==> config.mk <==
export PLATFORM = sky130hd
export DESIGN_NAME = count_ctrl
export DESIGN_NICKNAME = d
export VERILOG_FILES = /design/src/rtl/count_ctrl.sv
export SDC_FILE = /design/constraint.sdc
export NUM_CORES = 1
export LEC_CHECK = 0
export ABC_AREA = 1
export CAP_MARGIN = 10
export CORE_UTILIZATION = 48
export DETAILED_ROUTE_END_ITERATION = 8
export MAX_ROUTING_LAYER = met4
export PLACE_DENSITY = 0.86
export SYNTH_ARGS = -nofsm -noshare
export SYNTH_HDL_FRONTEND = slang
export SYNTH_SLANG_ARGS = --single-unit
==> constraint.sdc <==
create_clock -name clk -period 3.6 [get_ports clk]
set_clock_uncertainty 0.05 [all_clocks]
set_input_delay 0.72 -clock clk [delete_from_list [all_inputs] [get_ports clk]]
set_output_delay 0.72 -clock clk [all_outputs]
set_load 0.05 [all_outputs]
==> src/rtl/count_ctrl.sv <==
// Control stage for the up-counter: prescaled enable, terminal-count handling
// (one-shot or periodic wrap) and a valid/ready preset-load port.
module count_ctrl #(
  parameter int unsigned WIDTH  = 8,
  parameter int unsigned PWIDTH = 8
) (
  input  logic              clk,
  input  logic              rst,
  input  logic [PWIDTH-1:0] cfg_div,
  input  logic [WIDTH-1:0]  cfg_limit,
  input  logic              cfg_oneshot,
  input  logic              start,
  input  logic              stop,
  input  logic              ld_valid,
  output logic              ld_ready,
  input  logic [WIDTH-1:0]  ld_data,
  input  logic [WIDTH-1:0]  cnt_val,
  output logic              cen,
  output logic              wen,
  output logic [WIDTH-1:0]  dat,
  output logic              busy,
  output logic              done
);

  localparam logic [0:0] IDLE = 1'b0;
  localparam logic [0:0] RUN  = 1'b1;

  logic [0:0]        state, state_n;
  logic [PWIDTH-1:0] pcnt, pcnt_n;
  logic              ld_pend, ld_pend_n;
  logic [WIDTH-1:0]  ld_q, ld_q_n;
  logic              done_n;
  logic              tick, term;

  // State, prescaler, load buffer and done pulse
  always_ff @(posedge clk or posedge rst) begin
    if (rst) begin
      state   <= IDLE;
      pcnt    <= '0;
      ld_pend <= 1'b0;
      ld_q    <= '0;
      done    <= 1'b0;
    end else begin
      state   <= state_n;
      pcnt    <= pcnt_n;
      ld_pend <= ld_pend_n;
      ld_q    <= ld_q_n;
      done    <= done_n;
    end
  end

  // Next state and counter-control outputs; a pending load pre-empts tick/term
  always_comb begin
    state_n   = state;
    pcnt_n    = pcnt;
    ld_pend_n = ld_pend;
    ld_q_n    = ld_q;
    done_n    = 1'b0;
    cen       = 1'b0;
    wen       = 1'b0;
    dat       = '0;
    ld_ready  = !ld_pend;
    busy      = (state == RUN);
    tick      = (state == RUN) && (pcnt == cfg_div);
    term      = tick && (cnt_val == cfg_limit);

    if (state == RUN) begin
      pcnt_n = tick ? '0 : pcnt + PWIDTH'(1);
    end

    if (ld_pend) begin
      wen       = 1'b1;
      dat       = ld_q;
      pcnt_n    = '0;
      ld_pend_n = 1'b0;
    end else if (term) begin
      done_n = 1'b1;
      if (cfg_oneshot) begin
        state_n = IDLE;
      end else begin
        wen = 1'b1;
      end
    end else if (tick) begin
      cen = 1'b1;
    end

    case (state)
      IDLE: begin
        if (start && !stop) begin
          state_n = RUN;
          pcnt_n  = '0;
        end
      end
      RUN: begin
        if (stop) begin
          state_n = IDLE;
        end
      end
      default: state_n = IDLE;
    endcase

    // Prescaler rests at zero whenever the next state is idle
    if (state_n == IDLE) begin
      pcnt_n = '0;
    end

    if (ld_valid && !ld_pend) begin
      ld_q_n    = ld_data;
      ld_pend_n = 1'b1;
    end
  end

endmodule

# Yosys cells after proc, flatten, opt, wreduce, memory -nomap -nowiden
# Index checks and enable logic that the tools add are counted.
# W data, S select, Z words.
classes:
  add_sub_neg: 1
  n_eq_ne: 2
  n_mux: 22
  bitwise: 1
  reduce_logical: 6
op_table:
  columns: ["operator", "count"]
  rows:
  - ["$mux W8", 7]
  - ["$eq A8 B8 Y1", 2]
  - ["$mux W1", 14]
  - ["$add A8 B1 Y8 const B", 1]
  - ["$logic_and A1 B1 Y1", 4]
  - ["$logic_not A1 Y1", 2]
  - ["$pmux W1 S2", 1]
  - ["$not A1 Y1", 1]
totals:
  register_bits: 19
  inputBits: 38
  output_inout_bits: 13
  word_cells: 37

# Depth between registers and ports, before layout
# Gate-level depths: netlist (run 1).
logic_depth:
  word_depth: 8
  mapped_depth: 9

# Least setup slack after synthesis (run 1)
# No wires, ideal clock.
synth_timing:
  path_kind: "register to output"
  from: "reg state (netlist: busy)"
  to: "out wen"
  t_arrival_ns: 2.395
  t_required_ns: 2.830
  slack_ns: 0.435
  path_stages_with_launch: 8
  n_path_buf: 1
  cell_sequence: "dfrtp_1 buf_6 nand2_1 nor2_1 nand3_1 nor2_4 nand2_1 o21ai_0"
synth_between:
  elab_chain_cells: 4
synth_rtl:
  columns: ["element", "line", "text"]
  rows:
  - ["start: declaration", "28", "logic [0:0] state, state_n;"]
  - ["start signal: assignment", "44", "state <= state_n;"]
  - ["$logic_and A1 B1 Y1", "64", "tick = (state == RUN) && (pcnt == cfg_div);"]
  - ["$logic_and A1 B1 Y1", "65", "term = tick && (cnt_val == cfg_limit);"]
  - ["$mux W1", "76", "end else if (term) begin"]
  - ["$mux W1", "71", "if (ld_pend) begin"]
  - ["end: declaration", "19", "output logic wen,"]
# Every way passes these cells.

# Worst setup path after layout (run 1)
layout_timing:
  from: "in cfg_limit[5]"
  to: "out wen"
layout_between:
  elab_chain_cells: 4
layout_rtl:
  columns: ["element", "line", "text"]
  rows:
  - ["start: declaration", "10", "input logic [WIDTH-1:0] cfg_limit,"]
  - ["$eq A8 B8 Y1", "65", null]
  - ["$logic_and A1 B1 Y1", "65", null]
  - ["$mux W1", "76", null]
  - ["$mux W1", "71", null]
# Every way passes these cells.

==> impl_metrics.csv, run 1 <==
group,metric,value,unit
power_and_ir_drop,p_switching,0.000169,W
hold_path,hp-class,"flip-flop to flip-flop",
cells_and_area,nNetsFinal,313,
clock_network,ctsHoldBuffers,0,
power_and_ir_drop,power,0.000512,W
floorplan,start_util,50.4,%
timing,worst_pin_slew,0.730,ns
floorplan,io_pins,51,
floorplan,dieWidth,55.6,microns
worst_setup_path,worstPathMaxFanout,3,
route,routed_wl,3.01,mm
yosys,netlist_area,0.00138,sq mm
clock_network,cts.sinks,19,
cells_and_area,seq_area,475,sq um
floorplan,fp.dieH,55.6,microns
clock_network,ctsResizeCount,0,
worst_setup_path,critPathArrivalTime,2.39,ns
placed_design,dpl.hpwl,2.47,mm
timing,slew_violations,0,
cells_and_area,antenna_cells,0,
clock_network,htreeDepth,1,
clock_network,clk-insertion-delay-late,0.30,ns
timing,setup-violations-final,0,
yosys,synth_cell_types,25,
timing,whs,0.447,ns
route,num_vias,1416,
power_and_ir_drop,irDropWorstVdd,240,uV
placed_design,placed_cells_incl_taps,300,
grt,grt_max_degree,20,
placed_design,portBuffers,50,
timing,min_period,3.16,ns
job,cap_violations,0,
clock_network,cts_buffer_depth,2,
power_and_ir_drop,p_int,0.000343,W
route,drc_errors,0,
cells_and_area,final_cell_mix,"90 x nand2_1, 48 x clkdlybuf4s50_1, 43 x inv_1, 20 x nor2_1, 19 x dfrtp_1",
power_and_ir_drop,pwr_density_cell,264,mW/mm^2
grt,grt_first_pass_wirelength,5.08,mm
timing,relSlewSlack,51.3,%
cells_and_area,synthToLayoutAreaGrowth,41.0,%
cells_and_area,multiInputGateArea,712,sq um
timing,timing.final.ws_setup,0.437,ns
power_and_ir_drop,swShare,33.0,%
power_and_ir_drop,pwr-share-seq,47.0,%
worst_setup_path,worstSetupPathType,"primary input to primary output",
cells_and_area,fin_cells,304,
floorplan,dieArea,0.00309,sq mm
grt,first_global_vias,1295,
route,drt-initial-drc-count,65,
yosys,yosysSeqAreaShare,34.5,%
timing,rsz0062_at_grt,"no",
clock_network,tritoncts,"built",
floorplan,core_area,0.00273,sq mm
yosys,syn-num-nets,259,
cells_and_area,layout-drive-gt1-share,8.06,%
route,ant_nets,0,
yosys,ys_ff_latch,19,
cells_and_area,layout_commonest_cell,"nand2_1",
power_and_ir_drop,comb_power_share,32.3,%
clock_network,cts-root-buf,"clkbuf_4",
worst_setup_path,start_kind,"primary input",
floorplan,rows,19,
worst_setup_path,end_kind,"primary output",
route,via_per_inst,4.66,
clock_network,clkTransAtPathRegs,0.11,ns
grt,grt_remaining_overflow,0,
timing,fmax,0.316,GHz
power_and_ir_drop,leakage,1.06,nW
timing,period_share,87.9,%
route,dr.pass1.iters,4,
route,wire_per_inst,9.91,microns
clock_network,cts_buffers,3,
placed_design,routabilityCongestion,0.880,
timing,final_hold_viol_count,0,
worst_setup_path,required,2.83,ns
grt,antenna_found_initial,0,
yosys,avgSynthCellArea,6.27,sq um
grt,track_usage,21.2,%
timing,setup_tns,0,ns
placed_design,dpl_worst_slack,0.424,ns
cells_and_area,fillers,247,
clock_network,post_cts_buffers,0,
power_and_ir_drop,clkPwrFrac,20.7,%
yosys,ys.warnings.count,0,
yosys,syn_inst,220,
outcome,status,"complete, no violations",
[per-layer routing]
layer	vias up	track usage [%]	wire, microns
li1	764	-	-
met1	605	23.4	1280
met2	45	39.1	1550
met3	2	3.26	172
met4	0	6.43	13
met5	-	-	0
[area by class of cell]
class | instances | share of cell area (%)
Clock buffer | 3 | 1.16
Clock inverter | 1 | 0.257
Multi-Input combinational cell | 153 | 36.6
Timing Repair Buffer | 51 | 26.5
Tap cell | 31 | 1.99
Inverter | 46 | 9.01
Sequential cell | 19 | 24.5
[logic make-up after synthesis]
kind of cell	after synthesis	synth area share, %
AND/OR/NAND/NOR	137	44.6
buffers and inverters	48	13.9
flip-flops	19	34.5
AO/OA/AOI/OAI	13	4.81
XOR/XNOR	2	1.27
adder cells (fa/ha/maj)	1	0.907
[worst max-delay path, stage by stage]
cell and delay (ns):
clkdlybuf4s50_1 0.48, inv_1 0.04, nand2_1 0.04, nand2_1 0.05
nor2_1 0.09, nand2_1 0.08, nor2_1 0.26, nand2_1 0.08
o21ai_0 0.35, buf_12 0.19
[cells in the mapped netlist (all sizes together)]
| cell type | number | area [sq um] |
|---|---|---|
| nand3b | 1 | 11.3 |
| buf | 2 | 16.3 |
| nor3 | 4 | 31.3 |
| nand3 | 7 | 35.0 |
| nor2 | 24 | 105 |
| dfrtp | 19 | 475 |
| clkinv | 1 | 3.75 |
| xor2 | 2 | 17.5 |
| inv | 45 | 171 |
| o22ai | 1 | 6.26 |
| o21ai | 3 | 15.0 |
| nand2 | 95 | 374 |
| nand4 | 6 | 58.8 |
| ha | 1 | 12.5 |
| a21oi | 9 | 45.0 |
[through the flow]
step	utilization [%]	instance area, sq um
finish	71.1	1940
global route	71.1	1940
CTS	71.1	1940
detailed placement	70.1	1920
global placement	70.1	1920
floorplan	-	1380
[state kept, by name (all words and copies together) (netlist names)]
signal / count
pcnt: 8
done: 1
ld_q: 8
ld_pend: 1
busy: 1
[path summary, 6_finish.rpt]
check,from,to,slack [ns],cells past startpoint
setup / recovery,cfg_limit[5],wen,0.44,10
hold / removal,ld_q[6],ld_q[6],0.45,2
setup reg to reg,busy,pcnt[6],2.00,8
hold reg to reg,ld_q[6],ld_q[6],0.45,2
max in group asynchronous,rst,done,2.25,2
min in group asynchronous,rst,pcnt[0],0.78,2
[power by group through the flow]
stage          Sequential, W  Clock (W)  Combinational [W]
2_1_floorplan       0.000242          0          0.0000946
3_5_place_dp        0.000244          0           0.000167
6_report            0.000241   0.000106           0.000165
3_3_place_gp        0.000245          0           0.000163
5_1_grt             0.000244   0.000120           0.000181
4_1_cts             0.000241   0.000111           0.000167
(Power assumes the default switching activity.)
==> run 2: changes to the inputs <==
--- a/config.mk
+++ b/config.mk
@@ -6,9 +6,10 @@
 export NUM_CORES = 1
 export LEC_CHECK = 0
 export ABC_AREA = 1
-export CAP_MARGIN = 10
 export CORE_UTILIZATION = 48
+export CTS_CLUSTER_SIZE = 20
 export DETAILED_ROUTE_END_ITERATION = 8
+export GPL_TIMING_DRIVEN = 0
 export MAX_ROUTING_LAYER = met4
 export PLACE_DENSITY = 0.86
 export SYNTH_ARGS = -nofsm -noshare
==> run 2 against run 1 <==
Against the previous run:
- maximum frequency is 8.3% lower
- first-iteration DRC count is 38% lower
- combinational power is 4% higher
- register-to-register slack about the same
- sequential power fell by 2%
- flip-flop and latch count stayed put
- cell area is essentially flat
- global-route usage increased by 1.2 points
- core utilization about the same
- critical endpoint is now cen
- largest cell class unchanged
- highest routed layer unchanged
==> impl_metrics.csv, run 2 (synthesis gave the netlist of run 1 again) <==
group,metric,value,unit
worst_setup_path,start_kind,"primary input",
clock_network,htreeDepth,1,
placed_design,dpl.hpwl,2.52,mm
timing,final_hold_viol_count,0,
floorplan,dieWidth,55.6,microns
grt,antenna_found_initial,0,
placed_design,routabilityCongestion,0.855,
route,routed_wl,3.11,mm
timing,slew_violations,0,
clock_network,ctsHoldBuffers,0,
grt,first_global_vias,1339,
clock_network,tritoncts,"built",
job,cap_violations,0,
cells_and_area,layout_commonest_cell,"nand2_1",
grt,grt_remaining_overflow,0,
hold_path,holdPathStages,2,
cells_and_area,layout-drive-gt1-share,7.30,%
outcome,status,"complete, no violations",
timing,timing.final.ws_setup,0.151,ns
hold_path,hp-class,"flip-flop to flip-flop",
worst_setup_path,reg2reg_depth,9,
clock_network,cts.sinks,19,
clock_network,post_cts_buffers,0,
route,drc_errors,0,
worst_setup_path,slowest_stage,"clkdlybuf4s50_1",
clock_network,cts_buffer_depth,2,
grt,grt_util_met1,26.3,%
cells_and_area,reg_top3,"ld_q: 8 flops, pcnt: 8 flops",
power_and_ir_drop,pwr_density_cell,265,mW/mm^2
grt,top_usage_layer,"met2",
route,num_vias,1423,
clock_network,cts-root-buf,"clkbuf_4",
timing,min_period,3.45,ns
floorplan,rows,19,
worst_setup_path,required,2.83,ns
route,via_per_inst,4.67,
timing,setup-violations-final,0,
timing,worst_pin_slew,0.709,ns
cells_and_area,final_cell_mix,"90 x nand2_1, 49 x clkdlybuf4s50_1, 43 x inv_1, 20 x nor2_1, 19 x dfrtp_1",
worst_setup_path,critPathTopFamily,"buffers and inverters",
cells_and_area,nNetsFinal,314,
floorplan,fp.dieH,55.6,microns
worst_setup_path,end_kind,"primary output",
placed_design,placed_area,0.00192,sq mm
placed_design,portBuffers,50,
floorplan,core_area,0.00273,sq mm
timing,relSlewSlack,52.7,%
timing,period_share,95.8,%
worst_setup_path,critPathBufInv,3,
power_and_ir_drop,leakage,1.05,nW
grt,grt_first_pass_wirelength,5.43,mm
clock_network,clk-insertion-delay-late,0.29,ns
grt,grt_max_degree,20,
floorplan,dieArea,0.00309,sq mm
worst_setup_path,critical_path_depth,8,
grt,met3_usage,3.72,%
floorplan,io_pins,51,
route,dr.pass1.iters,4,
cells_and_area,fillers,243,
worst_setup_path,worstPathCellList,"clkdlybuf4s50_1, inv_1, nand2_1, nand3_1, nor3_1, nand3_1, nor2_1, clkdlybuf4s50_1",
route,drt-initial-drc-count,40,
worst_setup_path,worstSetupPathType,"primary input to primary output",
power_and_ir_drop,irDropWorstVdd,291,uV
grt,use_met2,39.9,%
floorplan,start_util,50.4,%
placed_design,dpl_worst_slack,-0.0896,ns
route,ant_nets,0,
route,wire_per_inst,10.2,microns
cells_and_area,final_area,0.00194,sq mm
clock_network,clkTransAtPathRegs,0.10,ns
worst_setup_path,worstPathMaxFanout,2,
cells_and_area,synthToLayoutAreaGrowth,40.9,%
cells_and_area,antenna_cells,0,
clock_network,cts_buffers,3,
worst_setup_path,cpPeakStageDelay,0.81,ns
timing,fmax,0.290,GHz
grt,track_usage,22.4,%
clock_network,ctsResizeCount,1,
worst_setup_path,critPathArrivalTime,2.68,ns
timing,rsz0062_at_grt,"no",
-- run 2: cell types whose count changed in the layout (fill, tap and decap cells not counted), sizes merged --
cell | before | now
buf | 3 | 2
clkbuf | 3 | 4
clkdlybuf4s50 | 48 | 49
clkinv | 2 | 1
dlygate4sd2 | 0 | 1
-- run 2: routing by layer --
layer | share of wire [%] | up-vias
met5 | 0 | -
met2 | 49 | 41
li1 | - | 764
met3 | 5.7 | 2
met4 | 0.42 | 0
met1 | 45 | 616
-- run 2: area by class of cell --
cell class / count / area (sq um) / share of cell area (%)
multi-input combinational: 153 / 712 / 36.6
buffer: 2 / 16.3 / 0.837
timing repair buffer: 50 / 499 / 25.7
sequential: 19 / 475 / 24.5
clock buffer: 4 / 26.3 / 1.35
tap: 31 / 38.8 / 2.00
inverter: 46 / 175 / 9.01
-- run 2: path summary, 6_finish.rpt --
| path | start | to | slack [ns] |
|---|---|---|---|
| setup / recovery | cfg_div[3] | cen | 0.15 |
| hold / removal | ld_q[1] | ld_q[1] | 0.45 |
| setup reg to reg | pcnt[0] | pcnt[6] | 2.01 |
| hold reg to reg | ld_q[1] | ld_q[1] | 0.45 |
| max in group asynchronous | rst | pcnt[1] | 2.27 |
| min in group asynchronous | rst | ld_q[4] | 0.78 |
-- run 2: per-stage QoR --
stage	power [W]	utilization, %	TNS (ns)	hold WS [ns]	instances
3_3_place_gp	0.000409	70.2	-0.0193	0.415	301
6_report	0.000514	71.1	0	0.447	305
2_1_floorplan	0.000337	-	0	0.399	220
5_1_grt	0.000545	71.1	0	0.467	305
3_5_place_dp	0.000414	70.2	-0.0896	0.421	301
4_1_cts	0.000520	71.1	0	0.450	305
-- run 2: worst register-to-register path, cell delays in order, from the launching register on --
cell,delay [ns]
dfrtp_1,0.44
ha_1,0.20
nand3_1,0.14
nor2_1,0.11
nand2_1,0.07
nor2_1,0.13
xor2_1,0.16
nor2_1,0.05
nand2_1,0.08
a21oi_1,0.05
-- run 2: where the power goes --
part           internal, W  leakage (nW)  switching (W)  total, W
clock            0.0000430        0.0150      0.0000624  0.000105
sequential        0.000228         0.249     0.00000873  0.000236
combinational    0.0000753         0.790      0.0000972  0.000172
==> run 3: changes to the inputs <==
--- a/config.mk
+++ b/config.mk
@@ -12,6 +12,8 @@
 export GPL_TIMING_DRIVEN = 0
 export MAX_ROUTING_LAYER = met4
 export PLACE_DENSITY = 0.86
+export SLEW_MARGIN = 10
 export SYNTH_ARGS = -nofsm -noshare
 export SYNTH_HDL_FRONTEND = slang
 export SYNTH_SLANG_ARGS = --single-unit
+export TNS_END_PERCENT = 100
==> results of run 3 <==
Final layout, timing and power as in run 2 (identical DEF).
